`src/rtl/ysyx_22040237_lsu_pkg.sv`:
```
// Shared definitions for the load/store unit: memory-op and access-size
// encodings, FSM state encoding, the latched op-attribute record and the
// alignment predicate used when an op is accepted.
package ysyx_22040237_lsu_pkg;

  localparam logic [1:0] MEM_OP_NONE  = 2'd0;
  localparam logic [1:0] MEM_OP_LOAD  = 2'd1;
  localparam logic [1:0] MEM_OP_STORE = 2'd2;

  localparam logic [1:0] SIZE_B = 2'd0;
  localparam logic [1:0] SIZE_H = 2'd1;
  localparam logic [1:0] SIZE_W = 2'd2;
  localparam logic [1:0] SIZE_D = 2'd3;

  localparam logic [1:0] ST_IDLE = 2'd0;
  localparam logic [1:0] ST_REQ  = 2'd1;
  localparam logic [1:0] ST_WAIT = 2'd2;
  localparam logic [1:0] ST_DONE = 2'd3;

  typedef struct packed {
    logic [1:0] op;
    logic [1:0] size;
    logic       uns;
  } op_attr_t;

  // An access is misaligned when any address bit below its natural size is set.
  function automatic logic is_misaligned(input logic [1:0] size, input logic [2:0] off);
    case (size)
      SIZE_H:  return off[0];
      SIZE_W:  return |off[1:0];
      SIZE_D:  return |off;
      default: return 1'b0;
    endcase
  endfunction

endpackage

```
`src/rtl/ysyx_22040237_lsu_if.sv`:
```
// Bundle of all handshake/bus signals around the LSU.
//   in_*      : execute -> LSU op (valid/ready)
//   mem_req_* : LSU -> data memory request (valid/ready)
//   mem_rsp_* : data memory -> LSU response (valid pulse)
//   out_*     : LSU -> writeback result (valid/ready)
// modport master is the LSU's view; modport slave is the surrounding
// pipeline and memory.
interface ysyx_22040237_lsu_if #(
  parameter int XLEN   = 64,
  parameter int ADDR_W = 32
);
  logic              in_valid;
  logic              in_ready;
  logic [XLEN-1:0]   in_addr;
  logic [XLEN-1:0]   in_wdata;
  logic [1:0]        in_mem_op;
  logic [1:0]        in_size;
  logic              in_unsigned;

  logic              mem_req_valid;
  logic              mem_req_ready;
  logic [ADDR_W-1:0] mem_req_addr;
  logic              mem_req_wen;
  logic [XLEN-1:0]   mem_req_wdata;
  logic [7:0]        mem_req_wmask;

  logic              mem_rsp_valid;
  logic [XLEN-1:0]   mem_rsp_rdata;

  logic              out_valid;
  logic              out_ready;
  logic [XLEN-1:0]   out_data;
  logic              out_err;

  modport master (
    input  in_valid, in_addr, in_wdata, in_mem_op, in_size, in_unsigned,
    output in_ready,
    output mem_req_valid, mem_req_addr, mem_req_wen, mem_req_wdata, mem_req_wmask,
    input  mem_req_ready,
    input  mem_rsp_valid, mem_rsp_rdata,
    output out_valid, out_data, out_err,
    input  out_ready
  );

  modport slave (
    output in_valid, in_addr, in_wdata, in_mem_op, in_size, in_unsigned,
    input  in_ready,
    input  mem_req_valid, mem_req_addr, mem_req_wen, mem_req_wdata, mem_req_wmask,
    output mem_req_ready,
    output mem_rsp_valid, mem_rsp_rdata,
    input  out_valid, out_data, out_err,
    output out_ready
  );
endinterface

```
`src/rtl/ysyx_22040237_lsu_align.sv`:
```
// Combinational byte-lane alignment between an 8-byte memory word and a
// naturally sized access.
//   size_i, off_i    : access size and byte offset inside the 8-byte word
//   uns_i            : zero-extend load result when 1
//   st_data_i        : store data (rs2), low bytes significant
//   st_mask_o        : byte-lane write mask
//   st_data_o        : store data moved into its byte lanes
//   ld_data_i        : aligned 8-byte read data
//   ld_data_o        : extracted and sign/zero-extended load value
module ysyx_22040237_lsu_align
  import ysyx_22040237_lsu_pkg::*;
#(
  parameter int XLEN = 64
) (
  input  logic [1:0]      size_i,
  input  logic            uns_i,
  input  logic [2:0]      off_i,
  input  logic [XLEN-1:0] st_data_i,
  output logic [7:0]      st_mask_o,
  output logic [XLEN-1:0] st_data_o,
  input  logic [XLEN-1:0] ld_data_i,
  output logic [XLEN-1:0] ld_data_o
);

  function automatic logic [XLEN-1:0] load_extend(input logic [XLEN-1:0] v,
                                                  input logic [1:0] size,
                                                  input logic uns);
    logic signed [7:0]  b;
    logic signed [15:0] h;
    logic signed [31:0] w;
    b = v[7:0];
    h = v[15:0];
    w = v[31:0];
    case (size)
      SIZE_B:  return uns ? XLEN'(v[7:0])  : XLEN'(b);
      SIZE_H:  return uns ? XLEN'(v[15:0]) : XLEN'(h);
      SIZE_W:  return uns ? XLEN'(v[31:0]) : XLEN'(w);
      default: return v;
    endcase
  endfunction

  function automatic logic [XLEN-1:0] store_truncate(input logic [XLEN-1:0] v,
                                                     input logic [1:0] size);
    case (size)
      SIZE_B:  return XLEN'(v[7:0]);
      SIZE_H:  return XLEN'(v[15:0]);
      SIZE_W:  return XLEN'(v[31:0]);
      default: return v;
    endcase
  endfunction

  logic [7:0]      base_mask;
  logic [5:0]      bit_off;
  logic [XLEN-1:0] ld_shifted;

  assign bit_off = {off_i, 3'b000};

  always_comb begin
    base_mask = 8'h01;
    case (size_i)
      SIZE_H:  base_mask = 8'h03;
      SIZE_W:  base_mask = 8'h0F;
      SIZE_D:  base_mask = 8'hFF;
      default: base_mask = 8'h01;
    endcase
  end

  assign st_mask_o  = base_mask << off_i;
  assign st_data_o  = store_truncate(st_data_i, size_i) << bit_off;
  assign ld_shifted = ld_data_i >> bit_off;
  assign ld_data_o  = load_extend(ld_shifted, size_i, uns_i);

endmodule

```
`src/rtl/ysyx_22040237_lsu.sv`:
```
// Load/store stage: accepts one execute result at a time, performs at most
// one data-memory transaction (valid/ready request, valid-pulse response)
// and hands a 64-bit writeback value on a valid/ready output.
//   clk, rst : clock, synchronous active-high reset
//   bus      : all handshake/bus signals (master view, see lsu_if)
// Datapath registers are not reset; every bus output is gated by the FSM
// state so that all outputs read as zero outside the state that owns them.
module ysyx_22040237_lsu
  import ysyx_22040237_lsu_pkg::*;
#(
  parameter int XLEN   = 64,
  parameter int ADDR_W = 32
) (
  input  logic                 clk,
  input  logic                 rst,
  ysyx_22040237_lsu_if.master  bus
);

  logic [1:0]        state_q, state_d;
  logic [ADDR_W-1:0] addr_q;
  logic [XLEN-1:0]   wdata_q;
  op_attr_t          attr_q;
  logic [XLEN-1:0]   out_data_q;
  logic              out_err_q;

  logic              accept;
  logic              in_is_mem;
  logic              in_misaligned;
  logic              rsp_take;
  logic              in_req;
  logic              is_store;
  logic [7:0]        st_mask;
  logic [XLEN-1:0]   st_data;
  logic [XLEN-1:0]   ld_data;

  assign accept        = (state_q == ST_IDLE) && bus.in_valid;
  assign in_is_mem     = (bus.in_mem_op == MEM_OP_LOAD) || (bus.in_mem_op == MEM_OP_STORE);
  assign in_misaligned = is_misaligned(bus.in_size, bus.in_addr[2:0]);
  assign rsp_take      = (state_q == ST_WAIT) && bus.mem_rsp_valid;
  assign in_req        = (state_q == ST_REQ);
  assign is_store      = (attr_q.op == MEM_OP_STORE);

  ysyx_22040237_lsu_align #(.XLEN(XLEN)) u_align (
    .size_i    (attr_q.size),
    .uns_i     (attr_q.uns),
    .off_i     (addr_q[2:0]),
    .st_data_i (wdata_q),
    .st_mask_o (st_mask),
    .st_data_o (st_data),
    .ld_data_i (bus.mem_rsp_rdata),
    .ld_data_o (ld_data)
  );

  always_comb begin
    state_d = state_q;
    case (state_q)
      ST_IDLE: if (bus.in_valid) state_d = (in_is_mem && !in_misaligned) ? ST_REQ : ST_DONE;
      ST_REQ:  if (bus.mem_req_ready) state_d = ST_WAIT;
      ST_WAIT: if (bus.mem_rsp_valid) state_d = ST_DONE;
      ST_DONE: if (bus.out_ready) state_d = ST_IDLE;
      default: state_d = ST_IDLE;
    endcase
  end

  always_ff @(posedge clk) begin
    if (rst) state_q <= ST_IDLE;
    else     state_q <= state_d;
  end

  // Op capture on accept; result capture on memory response.
  always_ff @(posedge clk) begin
    if (accept) begin
      addr_q      <= bus.in_addr[ADDR_W-1:0];
      wdata_q     <= bus.in_wdata;
      attr_q.op   <= bus.in_mem_op;
      attr_q.size <= bus.in_size;
      attr_q.uns  <= bus.in_unsigned;
      // Pass-through and misaligned ops both report the incoming value;
      // an aligned memory op overwrites it when the response arrives.
      out_data_q  <= bus.in_addr;
      out_err_q   <= in_is_mem && in_misaligned;
    end else if (rsp_take) begin
      out_data_q  <= is_store ? '0 : ld_data;
    end
  end

  assign bus.in_ready      = (state_q == ST_IDLE);
  assign bus.mem_req_valid = in_req;
  assign bus.mem_req_addr  = in_req ? {addr_q[ADDR_W-1:3], 3'b000} : '0;
  assign bus.mem_req_wen   = in_req && is_store;
  assign bus.mem_req_wdata = (in_req && is_store) ? st_data : '0;
  assign bus.mem_req_wmask = (in_req && is_store) ? st_mask : '0;
  assign bus.out_valid     = (state_q == ST_DONE);
  assign bus.out_data      = (state_q == ST_DONE) ? out_data_q : '0;
  assign bus.out_err       = (state_q == ST_DONE) && out_err_q;

endmodule
```
`src/flat_wrapper.sv`:
```
// flat-port wrapper written by rule: the top's interface ports become plain ports
module ysyx_22040237_lsu_flat import ysyx_22040237_lsu_pkg::*;
#(
  parameter int XLEN   = 64,
  parameter int ADDR_W = 32
)
  (clk, rst, bus_in_valid, bus_in_addr, bus_in_wdata, bus_in_mem_op, bus_in_size, bus_in_unsigned, bus_in_ready, bus_mem_req_valid, bus_mem_req_addr, bus_mem_req_wen, bus_mem_req_wdata, bus_mem_req_wmask, bus_mem_req_ready, bus_mem_rsp_valid, bus_mem_rsp_rdata, bus_out_valid, bus_out_data, bus_out_err, bus_out_ready);
  ysyx_22040237_lsu_if #(.XLEN(XLEN), .ADDR_W(ADDR_W)) bus_i ();
  input  logic clk;
  input  logic rst;
  input wire logic [$bits(bus_i.in_valid)-1:0] bus_in_valid;
  input wire logic [$bits(bus_i.in_addr)-1:0] bus_in_addr;
  input wire logic [$bits(bus_i.in_wdata)-1:0] bus_in_wdata;
  input wire logic [$bits(bus_i.in_mem_op)-1:0] bus_in_mem_op;
  input wire logic [$bits(bus_i.in_size)-1:0] bus_in_size;
  input wire logic [$bits(bus_i.in_unsigned)-1:0] bus_in_unsigned;
  output wire logic [$bits(bus_i.in_ready)-1:0] bus_in_ready;
  output wire logic [$bits(bus_i.mem_req_valid)-1:0] bus_mem_req_valid;
  output wire logic [$bits(bus_i.mem_req_addr)-1:0] bus_mem_req_addr;
  output wire logic [$bits(bus_i.mem_req_wen)-1:0] bus_mem_req_wen;
  output wire logic [$bits(bus_i.mem_req_wdata)-1:0] bus_mem_req_wdata;
  output wire logic [$bits(bus_i.mem_req_wmask)-1:0] bus_mem_req_wmask;
  input wire logic [$bits(bus_i.mem_req_ready)-1:0] bus_mem_req_ready;
  input wire logic [$bits(bus_i.mem_rsp_valid)-1:0] bus_mem_rsp_valid;
  input wire logic [$bits(bus_i.mem_rsp_rdata)-1:0] bus_mem_rsp_rdata;
  output wire logic [$bits(bus_i.out_valid)-1:0] bus_out_valid;
  output wire logic [$bits(bus_i.out_data)-1:0] bus_out_data;
  output wire logic [$bits(bus_i.out_err)-1:0] bus_out_err;
  input wire logic [$bits(bus_i.out_ready)-1:0] bus_out_ready;
  assign bus_i.in_valid = bus_in_valid;
  assign bus_i.in_addr = bus_in_addr;
  assign bus_i.in_wdata = bus_in_wdata;
  assign bus_i.in_mem_op = bus_in_mem_op;
  assign bus_i.in_size = bus_in_size;
  assign bus_i.in_unsigned = bus_in_unsigned;
  assign bus_in_ready = bus_i.in_ready;
  assign bus_mem_req_valid = bus_i.mem_req_valid;
  assign bus_mem_req_addr = bus_i.mem_req_addr;
  assign bus_mem_req_wen = bus_i.mem_req_wen;
  assign bus_mem_req_wdata = bus_i.mem_req_wdata;
  assign bus_mem_req_wmask = bus_i.mem_req_wmask;
  assign bus_i.mem_req_ready = bus_mem_req_ready;
  assign bus_i.mem_rsp_valid = bus_mem_rsp_valid;
  assign bus_i.mem_rsp_rdata = bus_mem_rsp_rdata;
  assign bus_out_valid = bus_i.out_valid;
  assign bus_out_data = bus_i.out_data;
  assign bus_out_err = bus_i.out_err;
  assign bus_i.out_ready = bus_out_ready;
  ysyx_22040237_lsu #(.XLEN(XLEN), .ADDR_W(ADDR_W)) u_core (.clk(clk), .rst(rst), .bus(bus_i));
endmodule
```
`config.mk`:
```
export PLATFORM = sky130hd
export DESIGN_NAME = ysyx_22040237_lsu_flat
export DESIGN_NICKNAME = d
export VERILOG_FILES = /design/src/rtl/ysyx_22040237_lsu_pkg.sv /design/src/rtl/ysyx_22040237_lsu_if.sv /design/src/rtl/ysyx_22040237_lsu_align.sv /design/src/rtl/ysyx_22040237_lsu.sv /design/src/flat_wrapper.sv
export SDC_FILE = /design/constraint.sdc
export NUM_CORES = 1
export LEC_CHECK = 0
export BUFFER_PORTS_ARGS = -buffer_cell sky130_fd_sc_hd__buf_2
export CAP_MARGIN = 20
export CORE_AREA = 2 2 166 128
export DETAILED_ROUTE_END_ITERATION = 16
export DIE_AREA = 0 0 168 130
export PLACE_DENSITY = 0.87
export RECOVER_POWER = 25
export SLEW_MARGIN = 20
export SYNTH_ARGS = -nofsm -noshare
export SYNTH_HDL_FRONTEND = slang
export SYNTH_HIERARCHICAL = 1
export SYNTH_SLANG_ARGS = --single-unit
```
`constraint.sdc`:
```
create_clock -name clk -period 9.5 [get_ports clk]
set_clock_uncertainty 0.15 [all_clocks]
set_input_delay 1.425 -clock clk [delete_from_list [all_inputs] [get_ports clk]]
set_output_delay 1.425 -clock clk [all_outputs]
set_load 0.01 [all_outputs]
```
==> impl_metrics.yaml, run 1 <==
status:
  status: "complete, but fails checks"
  violations: "max-capacitance violations, max-slew violations"
clock_network:
  cts_made_buffers: 17
  cts_resized: 0
  clock_sinks: 168
  cts_max_level: 4
  path_clk_slew_ps: 70
  cts_hold_buf: 0
  cts_setup_buffers: 0
  worstSkewPairLatency_ps: 430
  cts_tree: "built"
  max-clock-path-buffers: 2
  root_buffer: "clkbuf_16"
yosys:
  dominantRegCellSynth: "edfxtp_1"
  synth.cell_area_um2: 11100
  synth_top_cell_area_share: 0.448
  synth_xor_area_frac: 0.000787
  yosys.area.top_type: "edfxtp_1"
  synth_warnings: 6
  synth_cells: 1079
  async_flop_share: 0
  synth-edff-count: 166
  synth-simple-area-share: 0.199
  avgSynthCellArea_um2: 10.3
  synthTopCellsByArea: "edfxtp_1 45%, and2_1 10%, mux2i_1 6.7%, a22o_1 5.1%, mux2_2 3.3%"
  synthAdderAreaFrac: 0.00562
  ys_ff_latch: 168
  seq_area_frac_synth: 0.451
  synth_top_family_by_area: "simple AND/OR/NAND/NOR gates"
  synth_compound_area_frac: 0.181
  synthMuxAreaShare: 0.112
  yosysUniqueCellTypes: 58
run:
  cap_violations: 1
global_routing:
  grt.overflow.total: 0
  antenna_found_initial: 7
  grt_max_degree: 82
  grt_pass1_vias: 9640
  grt_pass1_wl_mm: 56.4
  track_usage: 0.343
detailed_routing:
  num_vias: 10300
  drt_iter0_markers: 1318
  wl_mm: 38.7
  drcViolationCount: 0
  wl_per_cell_um: 23.3
  dr.pass1.iters: 6
  final_antenna_net_count: 0
  drt-vias-per-instance: 6.21
worst_setup_path:
  cp_max_fo: 66
  start_kind: "register"
  worst-path-buf-inv: 3
  cp-end-kind: "output port"
  critPathKind: "register to output port"
  critPathMaxStageDelay_ps: 670
  path_cells: "buf_4, buf_4, mux2_2, a22oi_1, a2bb2oi_1, a21oi_1, and2_1, buf_2"
  crit_slowest_cell: "buf_4"
  cp_data_required_time_ps: 7930
  crit_arrival_ps: 3560
  worst_path_dominant_cell_family: "buffers and inverters"
  crit_path_frequent_cell: "buf_4"
sta:
  relSlewSlack: -1.26
  timing.final.crit_share: 0.541
  clock.fmax_mhz: 195
  rsz0062_at_grt: "false"
  setup_violations: 0
  hold_violations: 0
  period_needed_ps: 5140
  slew_violations: 52
  final.setup.tns_ps: 0
  tightest_slew_ps: 3390
place:
  io_buffers: 372
  gp_congestion: 0.973
  dp_cells: 1623
  place_area_um2: 13000
  dpl.hpwl_mm: 28.2
die:
  initial_core_util: 0.545
  fp.coreArea_um2: 20400
  fp.dieH_um: 130
  io_pins: 376
  die_x_um: 168
  rows: 46
  fp.dieArea_um2: 21800
finish:
  final_common_cell: "buf_2"
  finish.net_count: 1586
  fin_util: 0.664
  final_cell_mix: "333 x buf_2, 177 x and2_1, 166 x edfxtp_1, 81 x nand2_1, 74 x mux2i_1"
  drive_gt1_frac: 0.325
  fin_cells: 1662
  postLayoutCellArea_um2: 13600
  syn_to_final_growth_pct: 21.9
power_and_ir_drop:
  ir_drop_mv: 0.141
  totalPowerFinal_w: 0.00334
  power_per_cell_area_nw_per_um2: 246
  p_leak_nw: 6.05
worst_hold_path:
  hold_class: "register to register"
-- cell families after synthesis --
logic type               Yosys count
AND/OR/NAND/NOR                  409
AO/OA/AOI/OAI                    258
flip-flops                       168
buffers and inverters            124
multiplexers                     113
adder cells (fa/ha/maj)            5
other                              1
XOR/XNOR                           1
-- cells in the mapped netlist (9+ instances only) --
| library cell | instances |
|---|---|
| o2bb2ai_1 | 10 |
| edfxtp_1 | 166 |
| buf_2 | 26 |
| nor2_1 | 53 |
| o211ai_2 | 12 |
| a22o_1 | 65 |
| buf_1 | 12 |
| nand2_1 | 81 |
| clkbuf_1 | 64 |
| a21oi_1 | 38 |
| mux2_2 | 33 |
| a22oi_1 | 17 |
| a31oi_1 | 11 |
| nand4_1 | 26 |
| nand3_1 | 20 |
| nor2b_1 | 17 |
| o21a_1 | 9 |
| mux2i_1 | 74 |
| inv_1 | 9 |
| o21ai_0 | 17 |
| and2_1 | 178 |
| a221oi_1 | 21 |
| a211oi_1 | 9 |
-- per-layer routing --
layer  share of wire  track usage  up-vias
li1                -            -     4636
met1            0.42        0.477     4960
met2            0.45        0.527      657
met3            0.11       0.0922       68
met4           0.024        0.112        2
met5         0.00034            0        -
-- stage by stage --
step                      setup WS (ps)  hold slack, ps
after detailed placement           4910             507
after CTS                          4430             516
after global placement             4970             489
after global routing               4190             551
final                              4360             524
after floorplan                    2840             447
-- state kept, by name, indices dropped and copies added (netlist names) --
register,cells
u_core/addr_q,32
u_core/attr_q,5
u_core/out_data_q,64
u_core/out_err_q,1
u_core/state_q,2
u_core/wdata_q,64
-- report_power, final --
group	switching, W	internal, W
combinational	0.000856	0.000516
sequential	0.0000883	0.00113
clock	0.000303	0.000445
-- final cells by class --
type                       instances  area, um^2
tap                              264         330
sequential                       168        5020
multi-input combinational        789        5580
timing repair buffer             390        1950
fill                            1627        6860
clock inverter                    13         194
clock buffer                      19         433
antenna                            7        17.5
inverter                          12        45.0
-- worst min-delay path: stages, from the launching register on --
cell,delay (ps)
dfxtp_1,340
nor2b_1,140
o41ai_1,80
o41ai_2,70
-- path summary, 6_finish.rpt --
check / endpoint / slack (ps) / depth (start not counted) / startpoint
worst min-delay path: u_core/state_q[1] / 520 / 3 / u_core/state_q[1]
worst max register to register: u_core/out_data_q[49] / 4770 / 5 / u_core/state_q[0]
worst min register to register: u_core/state_q[1] / 520 / 3 / u_core/state_q[1]
worst max-delay path: bus_mem_req_wdata[54] / 4360 / 8 / u_core/addr_q[0]
Note: power is estimated with default switching activity, not from simulation.
==> inputs of run 2 (changes only) <==
--- a/config.mk
+++ b/config.mk
@@ -7,10 +7,10 @@
 export LEC_CHECK = 0
 export BUFFER_PORTS_ARGS = -buffer_cell sky130_fd_sc_hd__buf_2
 export CAP_MARGIN = 20
-export CORE_AREA = 2 2 166 128
+export CORE_AREA = 2 2 172 132
 export DETAILED_ROUTE_END_ITERATION = 16
-export DIE_AREA = 0 0 168 130
-export PLACE_DENSITY = 0.87
+export DIE_AREA = 0 0 174 134
+export PLACE_DENSITY = 0.82
 export RECOVER_POWER = 25
 export SLEW_MARGIN = 20
 export SYNTH_ARGS = -nofsm -noshare
==> constraint.sdc (replaced) <==
create_clock -name clk -period 4.8 [get_ports clk]
set_clock_uncertainty 0.15 [all_clocks]
set_input_delay 0.72 -clock clk [delete_from_list [all_inputs] [get_ports clk]]
set_output_delay 0.72 -clock clk [all_outputs]
set_load 0.01 [all_outputs]
==> run 2 against run 1 <==
Against the previous run:
- the flow still finishes with violations (max-capacitance violations, max-slew violations)
- register-to-register slack got worse by 3500 ps
- combinational power increased by 100%
- wire length decreased by 0.11%
- clock power increased by 95%
- power increased by 99%
- sequential cell count unchanged
- setup slack got worse by 3400 ps
- core utilization decreased by 3.3 points
- first-iteration DRC count increased by 18%
- critical endpoint is now bus_mem_req_wdata[36]
- largest power group unchanged
==> impl_metrics.yaml, run 2 (synthesis gave the netlist of run 1 again) <==
status:
  status: "complete, but fails checks"
  violations: "max-capacitance violations, max-slew violations"
global_routing:
  grt_pass1_wl_mm: 56.2
  grt.overflow.total: 0
  antenna_found_initial: 13
  grt_max_degree: 88
  grt_pass1_vias: 9450
  track_usage: 0.319
die:
  rows: 47
  fp.dieH_um: 134
  initial_core_util: 0.515
  io_pins: 376
  fp.dieArea_um2: 23300
  fp.coreArea_um2: 21600
  die_x_um: 174
worst_setup_path:
  worst_path_dominant_cell_family: "compound AO/OA/AOI/OAI gates"
  cp-end-kind: "output port"
  cp_max_fo: 22
  critPathMaxStageDelay_ps: 790
  cp_data_required_time_ps: 3930
  critPathKind: "register to output port"
  reg2reg_to: "u_core/out_data_q[47]"
  crit_arrival_ps: 3000
  crit_end: "bus_mem_req_wdata[36]"
  crit_slowest_cell: "edfxtp_1"
  start_kind: "register"
  timing.rr.start: "u_core/state_q[1]"
  worst-path-buf-inv: 2
  reg2reg_depth: 5
  crit_start: "u_core/attr_q[2]"
  rrSetupSlack_ps: 1280
  cp.depth: 6
  path_cells: "inv_1, a211oi_1, o21ba_2, o21ai_0, and2_1, buf_2"
clock_network:
  cts_hold_buf: 0
  clock_sinks: 168
  root_buffer: "clkbuf_16"
  cts_tree: "built"
  cts_max_level: 4
  max-clock-path-buffers: 2
  path_clk_slew_ps: 80
  cts_resized: 0
  cts_made_buffers: 17
  cts_setup_buffers: 0
  worstSkewPairLatency_ps: 420
finish:
  num-fill-cells: 1830
  drive_gt1_frac: 0.325
  syn_to_final_growth_pct: 22.8
  finish.net_count: 1591
  final_cell_mix: "330 x buf_2, 177 x and2_1, 166 x edfxtp_1, 81 x nand2_1, 74 x mux2i_1"
  largest_registers: "u_core/out_data_q (64), u_core/wdata_q (64), u_core/addr_q (32)"
  postLayoutCellArea_um2: 13700
  fin_util: 0.632
  final_common_cell: "buf_2"
sta:
  clock.fmax_mhz: 258
  tightest_slew_ps: 2070
  hold_violations: 0
  slew_violations: 74
  timing.final.crit_share: 0.806
  setup_violations: 0
  rsz0062_at_grt: "false"
  period_needed_ps: 3870
  relSlewSlack: -0.382
  final.setup.tns_ps: 0
place:
  dpl.hpwl_mm: 28.5
  gp_congestion: 0.990
  place_area_um2: 13100
  io_buffers: 372
detailed_routing:
  final_antenna_net_count: 0
  drcViolationCount: 0
  drt_iter0_markers: 1560
  wl_per_cell_um: 22.7
  drt-vias-per-instance: 6.06
  dr.pass1.iters: 6
  num_vias: 10300
  wl_mm: 38.6
worst_hold_path:
  holdCritStartpoint: "bus_in_wdata[47]"
  hold_class: "input pin to register"
run:
  cap_violations: 2
power_and_ir_drop:
  ir_drop_mv: 0.260
  p_leak_nw: 6.08
  power_per_cell_area_nw_per_um2: 485
[run 2: changes by cell type in the layout (fill, tap and decap cells not counted), sizes merged]
cell / previous run / this run
inv: 16 / 18
clkbuf: 58 / 60
bufinv: 4 / 3
diode: 7 / 10
buf: 351 / 352
[run 2: stage by stage]
stage | power, W | instances | setup slack, ps | hold WS, ps
finish | 0.00663 | 1699 | 931 | 310
global route | 0.00693 | 1698 | 735 | 291
CTS | 0.00658 | 1688 | 682 | 289
detailed placement | 0.00512 | 1657 | 1160 | 537
global placement | 0.00507 | 1657 | 1290 | 494
floorplan | 0.00424 | 1081 | 396 | 447
[run 2: layout make-up]
cell class | count | area (um^2) | share of cell area
antenna | 10 | 25.0 | 0.00183
clock buffer | 17 | 425 | 0.0311
clock inverter | 14 | 185 | 0.0135
inverter | 12 | 45.0 | 0.00329
multi-input combinational | 789 | 5580 | 0.408
sequential | 168 | 5020 | 0.367
tap | 294 | 368 | 0.0269
timing repair buffer | 395 | 2020 | 0.148
[run 2: power by group]
part,internal [W],switching [W]
combinational,0.00105,0.00170
sequential,0.00224,0.000196
clock,0.000831,0.000625
total,0.00411,0.00252
[run 2: per-layer routing]
metal  up-vias  track usage  wire length (um)
met3        73       0.0822              4360
met4         2        0.116              1050
met1      4846        0.460             16400
met5         -            0                11
li1       4653            -                 -
met2       720        0.466             16800
[run 2: worst min-delay path by stage]
stage	endpoint	slack (ps)	cells past startpoint
after floorplan	u_core/state_q[1]	450	3
after CTS	u_core/wdata_q[44]	290	1
after global placement	u_core/state_q[1]	490	3
after global routing	u_core/wdata_q[31]	290	1
after detailed placement	u_core/state_q[1]	540	3
final	u_core/wdata_q[47]	310	1
